$ cat config.mk
export PLATFORM = sky130hd
export DESIGN_NAME = wb_arb2_pipelined_flat
export DESIGN_NICKNAME = d
export VERILOG_FILES = /design/src/rtl/wb_arb2_pipelined_pkg.sv /design/src/rtl/wb_arb2_pipelined_if.sv /design/src/rtl/wb_arb2_pipelined_rr2.sv /design/src/rtl/wb_arb2_pipelined.sv /design/src/flat_wrapper.sv
export SDC_FILE = /design/constraint.sdc
export NUM_CORES = 1
export LEC_CHECK = 0
export ABC_AREA = 1
export BUFFER_PORTS_ARGS = -buffer_cell sky130_fd_sc_hd__buf_4
export CAP_MARGIN = 25
export CORE_ASPECT_RATIO = 0.5
export CORE_MARGIN = 2
export CORE_UTILIZATION = 34
export CTS_BUF_LIST = sky130_fd_sc_hd__clkbuf_2 sky130_fd_sc_hd__clkbuf_4 sky130_fd_sc_hd__clkbuf_8
export CTS_CLUSTER_DIAMETER = 150
export DETAILED_ROUTE_END_ITERATION = 10
export GPL_TIMING_DRIVEN = 0
export PLACE_DENSITY_LB_ADDON = 0.3
export SYNTH_ARGS = -nofsm -noshare
export SYNTH_HDL_FRONTEND = slang
export SYNTH_SLANG_ARGS = --single-unit
$ cat constraint.sdc
create_clock -name clk_i -period 2.85 [get_ports clk_i]
set_clock_uncertainty 0.05 [all_clocks]
set_input_delay 0.4275 -clock clk_i [delete_from_list [all_inputs] [get_ports clk_i]]
set_output_delay 0.4275 -clock clk_i [all_outputs]
set_load 0.01 [all_outputs]
$ cat src/rtl/wb_arb2_pipelined_pkg.sv
// Shared grant encodings and default widths for the two-master Wishbone arbiter.
// WB_ARB2_TIMEOUT_EN adds the default watchdog limit.
package wb_arb2_pipelined_pkg;

    localparam int DEF_ADDR_WIDTH = 16;
    localparam int DEF_DATA_WIDTH = 16;
    localparam int DEF_CNT_WIDTH  = 4;
`ifdef WB_ARB2_TIMEOUT_EN
    localparam int DEF_TIMEOUT    = 255;
`endif

    typedef enum logic [1:0] {
        GNT_NONE = 2'b00,
        GNT_M0   = 2'b01,
        GNT_M1   = 2'b10
    } gnt_e;

endpackage

$ cat src/rtl/wb_arb2_pipelined_if.sv
// Wishbone B4 pipelined bus bundle.
// The master modport drives the request side, and the slave modport drives the response side.
interface wb_arb2_pipelined_if
    import wb_arb2_pipelined_pkg::*;
#(
    parameter int ADDR_WIDTH = DEF_ADDR_WIDTH,
    parameter int DATA_WIDTH = DEF_DATA_WIDTH
) ();

    logic                  cyc;
    logic                  stb;
    logic                  we;
    logic [ADDR_WIDTH-1:0] adr;
    logic [DATA_WIDTH-1:0] dat_w;
    logic [DATA_WIDTH-1:0] dat_r;
    logic                  ack;
    logic                  err;
    logic                  stall;

    modport master (output cyc, stb, we, adr, dat_w,
                    input  dat_r, ack, err, stall);

    modport slave  (input  cyc, stb, we, adr, dat_w,
                    output dat_r, ack, err, stall);

endinterface

$ cat src/rtl/wb_arb2_pipelined_rr2.sv
// Round-robin grant register for two requesters.
// A grant is held until its owner drops cyc, and it is re-chosen only when idle or released.
module wb_arb2_pipelined_rr2
    import wb_arb2_pipelined_pkg::*;
(
    input  logic       clk_i,
    input  logic       reset_ni,
    input  logic [1:0] req_i,
    input  logic       release_i,
    output gnt_e       gnt_o,
    output logic       gnt_chg_o
);

    gnt_e gnt_q, gnt_d;
    logic last_q, last_d;

    always_ff @(posedge clk_i or negedge reset_ni) begin
        if (!reset_ni) begin
            gnt_q  <= GNT_NONE;
            last_q <= 1'b1;
        end else begin
            gnt_q  <= gnt_d;
            last_q <= last_d;
        end
    end

    // last_q = 1 means m1 was granted last, so m0 wins a tie.
    always_comb begin
        gnt_d  = gnt_q;
        last_d = last_q;
        if (gnt_q == GNT_NONE || release_i) begin
            case (req_i)
                2'b01:   gnt_d = GNT_M0;
                2'b10:   gnt_d = GNT_M1;
                2'b11:   gnt_d = last_q ? GNT_M0 : GNT_M1;
                default: gnt_d = GNT_NONE;
            endcase
            if (gnt_d != GNT_NONE) last_d = (gnt_d == GNT_M1);
        end
    end

    assign gnt_o     = gnt_q;
    assign gnt_chg_o = (gnt_d != gnt_q);

endmodule

$ cat src/rtl/wb_arb2_pipelined.sv
// Two-master to one-slave Wishbone B4 pipelined arbiter with an outstanding-transfer counter.
// Define WB_ARB2_TIMEOUT_EN to add a no-ack watchdog that forces an error to the granted master.
module wb_arb2_pipelined
    import wb_arb2_pipelined_pkg::*;
#(
    parameter int ADDR_WIDTH = DEF_ADDR_WIDTH,
    parameter int DATA_WIDTH = DEF_DATA_WIDTH,
    parameter int CNT_WIDTH  = DEF_CNT_WIDTH
`ifdef WB_ARB2_TIMEOUT_EN
    ,
    parameter int TIMEOUT    = DEF_TIMEOUT
`endif
) (
    input  logic                 clk_i,
    input  logic                 reset_ni,
    wb_arb2_pipelined_if.slave   m0,
    wb_arb2_pipelined_if.slave   m1,
    wb_arb2_pipelined_if.master  s,
    output logic [1:0]           gnt_o,
    output logic [CNT_WIDTH-1:0] outstanding_o
);

    localparam logic [CNT_WIDTH-1:0] CNT_MAX = '1;

    gnt_e                  gnt;
    logic                  gnt_chg;
    logic                  rel;
    logic                  to_hit;
    logic                  inc, dec;
    logic [ADDR_WIDTH-1:0] adr_mux;
    logic [DATA_WIDTH-1:0] dat_mux;
    logic [CNT_WIDTH-1:0]  out_q, out_d;

    assign rel = (gnt == GNT_M0 && !m0.cyc) || (gnt == GNT_M1 && !m1.cyc);

    wb_arb2_pipelined_rr2 u_rr2 (
        .clk_i     (clk_i),
        .reset_ni  (reset_ni),
        .req_i     ({m1.cyc, m0.cyc}),
        .release_i (rel),
        .gnt_o     (gnt),
        .gnt_chg_o (gnt_chg)
    );

    always_comb begin
        s.cyc   = 1'b0;
        s.stb   = 1'b0;
        s.we    = 1'b0;
        adr_mux = '0;
        dat_mux = '0;
        case (gnt)
            GNT_M0: begin
                s.cyc   = m0.cyc;
                s.stb   = m0.stb & m0.cyc;
                s.we    = m0.we;
                adr_mux = m0.adr;
                dat_mux = m0.dat_w;
            end
            GNT_M1: begin
                s.cyc   = m1.cyc;
                s.stb   = m1.stb & m1.cyc;
                s.we    = m1.we;
                adr_mux = m1.adr;
                dat_mux = m1.dat_w;
            end
            default: ;
        endcase
    end

    assign s.adr   = adr_mux;
    assign s.dat_w = dat_mux;

    // Responses reach only the granted master, so stray acks after a release are dropped.
    always_comb begin
        m0.stall = 1'b1;
        m0.ack   = 1'b0;
        m0.err   = 1'b0;
        m1.stall = 1'b1;
        m1.ack   = 1'b0;
        m1.err   = 1'b0;
        case (gnt)
            GNT_M0: begin
                m0.stall = s.stall;
                m0.ack   = s.ack;
                m0.err   = s.err | to_hit;
            end
            GNT_M1: begin
                m1.stall = s.stall;
                m1.ack   = s.ack;
                m1.err   = s.err | to_hit;
            end
            default: ;
        endcase
    end

    assign m0.dat_r = s.dat_r;
    assign m1.dat_r = s.dat_r;

    assign inc = s.stb & ~s.stall;
    assign dec = (s.ack | s.err) & s.cyc;

    always_comb begin
        out_d = out_q;
        if (gnt_chg || to_hit) begin
            out_d = '0;
        end else if (inc && !dec && out_q != CNT_MAX) begin
            out_d = out_q + 1'b1;
        end else if (dec && !inc && out_q != '0) begin
            out_d = out_q - 1'b1;
        end
    end

    always_ff @(posedge clk_i or negedge reset_ni) begin
        if (!reset_ni) out_q <= '0;
        else           out_q <= out_d;
    end

    assign outstanding_o = out_q;
    assign gnt_o         = gnt;

`ifdef WB_ARB2_TIMEOUT_EN
    localparam int             WD_W    = $clog2(TIMEOUT + 1);
    localparam logic [WD_W-1:0] WD_LAST = WD_W'(TIMEOUT - 1);

    logic            wd_run;
    logic [WD_W-1:0] wd_q, wd_d;

    // Counts cycles spent waiting on a response; the TIMEOUT-th such cycle raises the error.
    always_comb begin
        wd_run = s.cyc && (out_q != '0) && !(s.ack || s.err);
        to_hit = wd_run && (wd_q == WD_LAST);
        wd_d   = '0;
        if (wd_run && !to_hit && !gnt_chg) wd_d = wd_q + 1'b1;
    end

    always_ff @(posedge clk_i or negedge reset_ni) begin
        if (!reset_ni) wd_q <= '0;
        else           wd_q <= wd_d;
    end
`else
    assign to_hit = 1'b0;
`endif

endmodule

$ cat src/flat_wrapper.sv
// flat-port wrapper written by rule: the top's interface ports become plain ports
module wb_arb2_pipelined_flat import wb_arb2_pipelined_pkg::*;
#(
    parameter int ADDR_WIDTH = DEF_ADDR_WIDTH,
    parameter int DATA_WIDTH = DEF_DATA_WIDTH,
    parameter int CNT_WIDTH  = DEF_CNT_WIDTH

)
  (clk_i, reset_ni, gnt_o, outstanding_o, m0_cyc, m0_stb, m0_we, m0_adr, m0_dat_w, m0_dat_r, m0_ack, m0_err, m0_stall, m1_cyc, m1_stb, m1_we, m1_adr, m1_dat_w, m1_dat_r, m1_ack, m1_err, m1_stall, s_cyc, s_stb, s_we, s_adr, s_dat_w, s_dat_r, s_ack, s_err, s_stall);
  wb_arb2_pipelined_if #(.ADDR_WIDTH(ADDR_WIDTH), .DATA_WIDTH(DATA_WIDTH)) m0_i ();
  wb_arb2_pipelined_if #(.ADDR_WIDTH(ADDR_WIDTH), .DATA_WIDTH(DATA_WIDTH)) m1_i ();
  wb_arb2_pipelined_if #(.ADDR_WIDTH(ADDR_WIDTH), .DATA_WIDTH(DATA_WIDTH)) s_i ();
  input  logic clk_i;
  input  logic reset_ni;
  output logic [1:0] gnt_o;
  output logic [CNT_WIDTH-1:0] outstanding_o;
  input wire logic [$bits(m0_i.cyc)-1:0] m0_cyc;
  input wire logic [$bits(m0_i.stb)-1:0] m0_stb;
  input wire logic [$bits(m0_i.we)-1:0] m0_we;
  input wire logic [$bits(m0_i.adr)-1:0] m0_adr;
  input wire logic [$bits(m0_i.dat_w)-1:0] m0_dat_w;
  output wire logic [$bits(m0_i.dat_r)-1:0] m0_dat_r;
  output wire logic [$bits(m0_i.ack)-1:0] m0_ack;
  output wire logic [$bits(m0_i.err)-1:0] m0_err;
  output wire logic [$bits(m0_i.stall)-1:0] m0_stall;
  input wire logic [$bits(m1_i.cyc)-1:0] m1_cyc;
  input wire logic [$bits(m1_i.stb)-1:0] m1_stb;
  input wire logic [$bits(m1_i.we)-1:0] m1_we;
  input wire logic [$bits(m1_i.adr)-1:0] m1_adr;
  input wire logic [$bits(m1_i.dat_w)-1:0] m1_dat_w;
  output wire logic [$bits(m1_i.dat_r)-1:0] m1_dat_r;
  output wire logic [$bits(m1_i.ack)-1:0] m1_ack;
  output wire logic [$bits(m1_i.err)-1:0] m1_err;
  output wire logic [$bits(m1_i.stall)-1:0] m1_stall;
  output wire logic [$bits(s_i.cyc)-1:0] s_cyc;
  output wire logic [$bits(s_i.stb)-1:0] s_stb;
  output wire logic [$bits(s_i.we)-1:0] s_we;
  output wire logic [$bits(s_i.adr)-1:0] s_adr;
  output wire logic [$bits(s_i.dat_w)-1:0] s_dat_w;
  input wire logic [$bits(s_i.dat_r)-1:0] s_dat_r;
  input wire logic [$bits(s_i.ack)-1:0] s_ack;
  input wire logic [$bits(s_i.err)-1:0] s_err;
  input wire logic [$bits(s_i.stall)-1:0] s_stall;
  assign m0_i.cyc = m0_cyc;
  assign m0_i.stb = m0_stb;
  assign m0_i.we = m0_we;
  assign m0_i.adr = m0_adr;
  assign m0_i.dat_w = m0_dat_w;
  assign m0_dat_r = m0_i.dat_r;
  assign m0_ack = m0_i.ack;
  assign m0_err = m0_i.err;
  assign m0_stall = m0_i.stall;
  assign m1_i.cyc = m1_cyc;
  assign m1_i.stb = m1_stb;
  assign m1_i.we = m1_we;
  assign m1_i.adr = m1_adr;
  assign m1_i.dat_w = m1_dat_w;
  assign m1_dat_r = m1_i.dat_r;
  assign m1_ack = m1_i.ack;
  assign m1_err = m1_i.err;
  assign m1_stall = m1_i.stall;
  assign s_cyc = s_i.cyc;
  assign s_stb = s_i.stb;
  assign s_we = s_i.we;
  assign s_adr = s_i.adr;
  assign s_dat_w = s_i.dat_w;
  assign s_i.dat_r = s_dat_r;
  assign s_i.ack = s_ack;
  assign s_i.err = s_err;
  assign s_i.stall = s_stall;
  wb_arb2_pipelined #(.ADDR_WIDTH(ADDR_WIDTH), .DATA_WIDTH(DATA_WIDTH), .CNT_WIDTH(CNT_WIDTH)) u_core (.clk_i(clk_i), .reset_ni(reset_ni), .m0(m0_i), .m1(m1_i), .s(s_i), .gnt_o(gnt_o), .outstanding_o(outstanding_o));
endmodule
==> summary.md <==
| Metric | Value |
|---|---|
| DR WL/cell | between 10 and 15 µm |
| Compound-Gate Fraction of Synth Area | 0.159 |
| Clock-pin slew on the worst setup and hold paths | 40 ps |
| Top FF cell, synth | dfrtp_1 |
| Grt ovf | 0 |
| Ys async rst share | 1.00 |
| P_leak | 1.49 nW |
| VDD IR max | 0.000541 V |
| Layout cell share with drive strength beyond 1 | 0.496 |
| Area leader, netlist | nand2_1 |
| Hold-fix buffers, CTS | 1 |
| Reg2reg end | u_core.outstanding_o[3]$_DFFE_PN0P_ |
| Fin crit share | 0.845 |
| Top cells by area, synth | nand2_1 (26%), buf_4 (17%), a21oi_1 (14%) |
| Flop2flop setup slack | around 490 ps |
| DRT iter0 DRCs | 55 |
| Fin. max-slew vios | 0 |
| Input/output buffers | 153 |
| Maximum clock insertion buffer count | 2 |
| Vias | 2,025 |
| H-Tree Depth | 1 |
| Worst R2R Start | u_core.u_rr2.gnt_o[0]$_DFF_PN0_ |
| Fillers | ~350 |
| Total routed wirelength | 5.31 mm |
| First-pass GRT wire length | 8.44 mm |
| CTS Buf Count | 3 |
| Post-CTS Setup Bufs | 0 |
| Most frequent cells in the layout | buf_4 (185), nand2_1 (94), a21oi_1 (38) |
| Syn Std Cell Area | 0.00138 mm² |
| Crit path max fanout | 10 |
| # placed instances | 452 |
| Commonest non-fill, non-tap cell in the layout | buf_4 |
| Register area share after synthesis | 0.128 |
| Simple-Gate Fraction of Synth Area | 0.370 |
| Final setup violation count | 0 |
| Core Util, Final | 0.681 |
| Worst relative slew slack | 0.717 |
| IO Count | 170 |
| Total power | 1.91 mW |
| Setup TNS | 0 ps |
| Cell Pwr Density | 719 mW/mm² |
| Hold Vio Cnt, Final | 0 |
| Post-synth EDFFs | 0 |
| Top cell type's share of synthesized area | 0.255 |
| RSZ-0062 raised after global routing | false |
| Synth Instances | between 200 and 250 |
| Gr usage total | 0.221 |
| GPL Wtd Cong | 0.859 |
| Starting Density | 0.354 |
| Worst-Margin Slew | 425 ps |
| Max_cap viols | 0 |
| CP required | about 2400 ps |
| Die height | 49.1 µm |
| Layout net count | 501 |
| Post-synthesis register bit count | 7 |
| Largest net degree at the start of global routing | 11 |
| TritonCTS clock tree | built |
| # DRC | 0 |
| Worst Hold Class | input port to asynchronous set/reset pin |
| Final instance area | ~0.0027 mm² |
| Syn avg cell area | around 5.6 µm² |
| Die footprint | about 0.0046 mm² |
| Post-CTS Resized | 0 |
| FF-to-FF path depth | 14 |
| Yosys cell types | 21 |
| Tmin final | about 2400 ps |
| CP Launch Type | flop |
| Vias in the first global route | 1,875 |
| Arr. time, crit path | 1930 ps |
| Root buffer cell | clkbuf_8 |
| CP Capture Type | output port |
| Routed Antenna Nets | 0 |
| Clk_lat worst skew | around 230 ps |
| Number of antenna violations at the first check in global routing | 0 |
| Mapped Nets | 342 |
| CTS Sinks | 7 |
| DP Area | 0.00260 mm² |
| Max Fclk | between 400 and 500 MHz |
| Mux cell area share after synthesis | 0 |
| Largest family of logic cells by synthesized area | simple AND/OR/NAND/NOR gates |
| N_diodes | 0 |
| Non-filler instance count after layout | between 400 and 500 |
| XOR/XNOR Fraction of Synth Area | 0.00633 |
| CORE AREA | slightly below 0.004 mm² |
| DP HPWL | 4.56 mm |
| Worst Setup Path Type | flop to output port |
| Via-to-Cell Ratio | 4.43 |
| Synth Area in Adders | 0.0597 |
| Yosys synthesis warning count | 0 |
| Status | finished, final reports clean |
| Die width | about 94 µm |
| Synthesis-to-layout area growth | 92.2% |
| # rows | 16 |
| TritonRoute pass-1 iters | 5 |
cells in the mapped netlist, types with 2 or more instances:
cell      count
nand2_2       2
nand3_2       2
buf_4        32
nand2_4       2
buf_6         2
dfrtp_1       6
nand3_1      12
clkbuf_1      9
ha_1          5
nand2_1      94
inv_1        22
a21oi_1      38
nor2_1        5
nor2_2        2
o21ai_0       6
area by class of cell:
type                            instances  area [µm²]  share of cell area
Buffer                                 43         297               0.112
Tap cell                               54        67.6              0.0254
Clock buffer                            4        48.8              0.0184
Inverter                               23        86.3              0.0325
Timing Repair Buffer                  154        1160               0.436
Multi-Input combinational cell        172         823               0.310
Sequential cell                         7         176              0.0664
critical path: stages, from the launching register on:
cell      delay [ps]
dfrtp_1          390
inv_1             90
ha_1             370
clkinv_1         200
clkbuf_1         270
a21oi_1          220
buf_4            150
report_power, final:
group,switching [mW],internal [mW],leakage [nW],total [mW]
logic,0.893,0.699,1.37,1.59
registers,0.0334,0.137,0.0908,0.170
clock network,0.0427,0.106,0.0262,0.149
total,0.969,0.942,1.49,1.91
registers in the layout, indices dropped and copies added, names as in the netlist:
signal / cells
u_core.outstanding_o: 4
u_core.u_rr2.gnt_o: 2
u_core.u_rr2.last_q: 1
cell families (layout without fill, tap and decap cells):
group,after synthesis,count (layout)
simple gates,121,121
buf+inv,66,224
compound gates,44,44
flops,7,7
fa+ha+maj,6,6
xor+xnor,1,1
stage by stage:
| stage | hold slack, ps | worst slack, ps |
|---|---|---|
| after global routing | 501 | 261 |
| after global placement | 190 | 607 |
| final | 500 | 442 |
| after floorplan | 81.9 | 688 |
| after CTS | 489 | 434 |
| after detailed placement | 190 | 510 |
how the worst max path moves through the flow:
stage                                           to  slack (ps)  cells after the start                             from
2_1_floorplan  u_core.outstanding_o[3]$_DFFE_PN0P_         690                     13  u_core.u_rr2.gnt_o[0]$_DFF_PN0_
3_3_place_gp   u_core.outstanding_o[3]$_DFFE_PN0P_         610                     13  u_core.u_rr2.gnt_o[0]$_DFF_PN0_
3_5_place_dp   u_core.outstanding_o[3]$_DFFE_PN0P_         510                     14  u_core.u_rr2.gnt_o[0]$_DFF_PN0_
4_1_cts                                s_dat_w[13]         430                      6  u_core.u_rr2.gnt_o[0]$_DFF_PN0_
5_1_grt        u_core.outstanding_o[3]$_DFFE_PN0P_         260                     14  u_core.u_rr2.gnt_o[0]$_DFF_PN0_
6_report                               s_dat_w[13]         440                      6  u_core.u_rr2.gnt_o[0]$_DFF_PN0_
metal layers:
| layer | share of wire | wire [µm] | global-route usage |
|---|---|---|---|
| met1 | 0.38 | 2010 | 0.249 |
| met2 | 0.54 | 2870 | 0.435 |
| met3 | 0.072 | 380 | 0.0355 |
| met4 | 0.010 | 53 | 0.0483 |
| met5 | 0 | 0 | 0 |
Power figures use the tool's default switching activity.
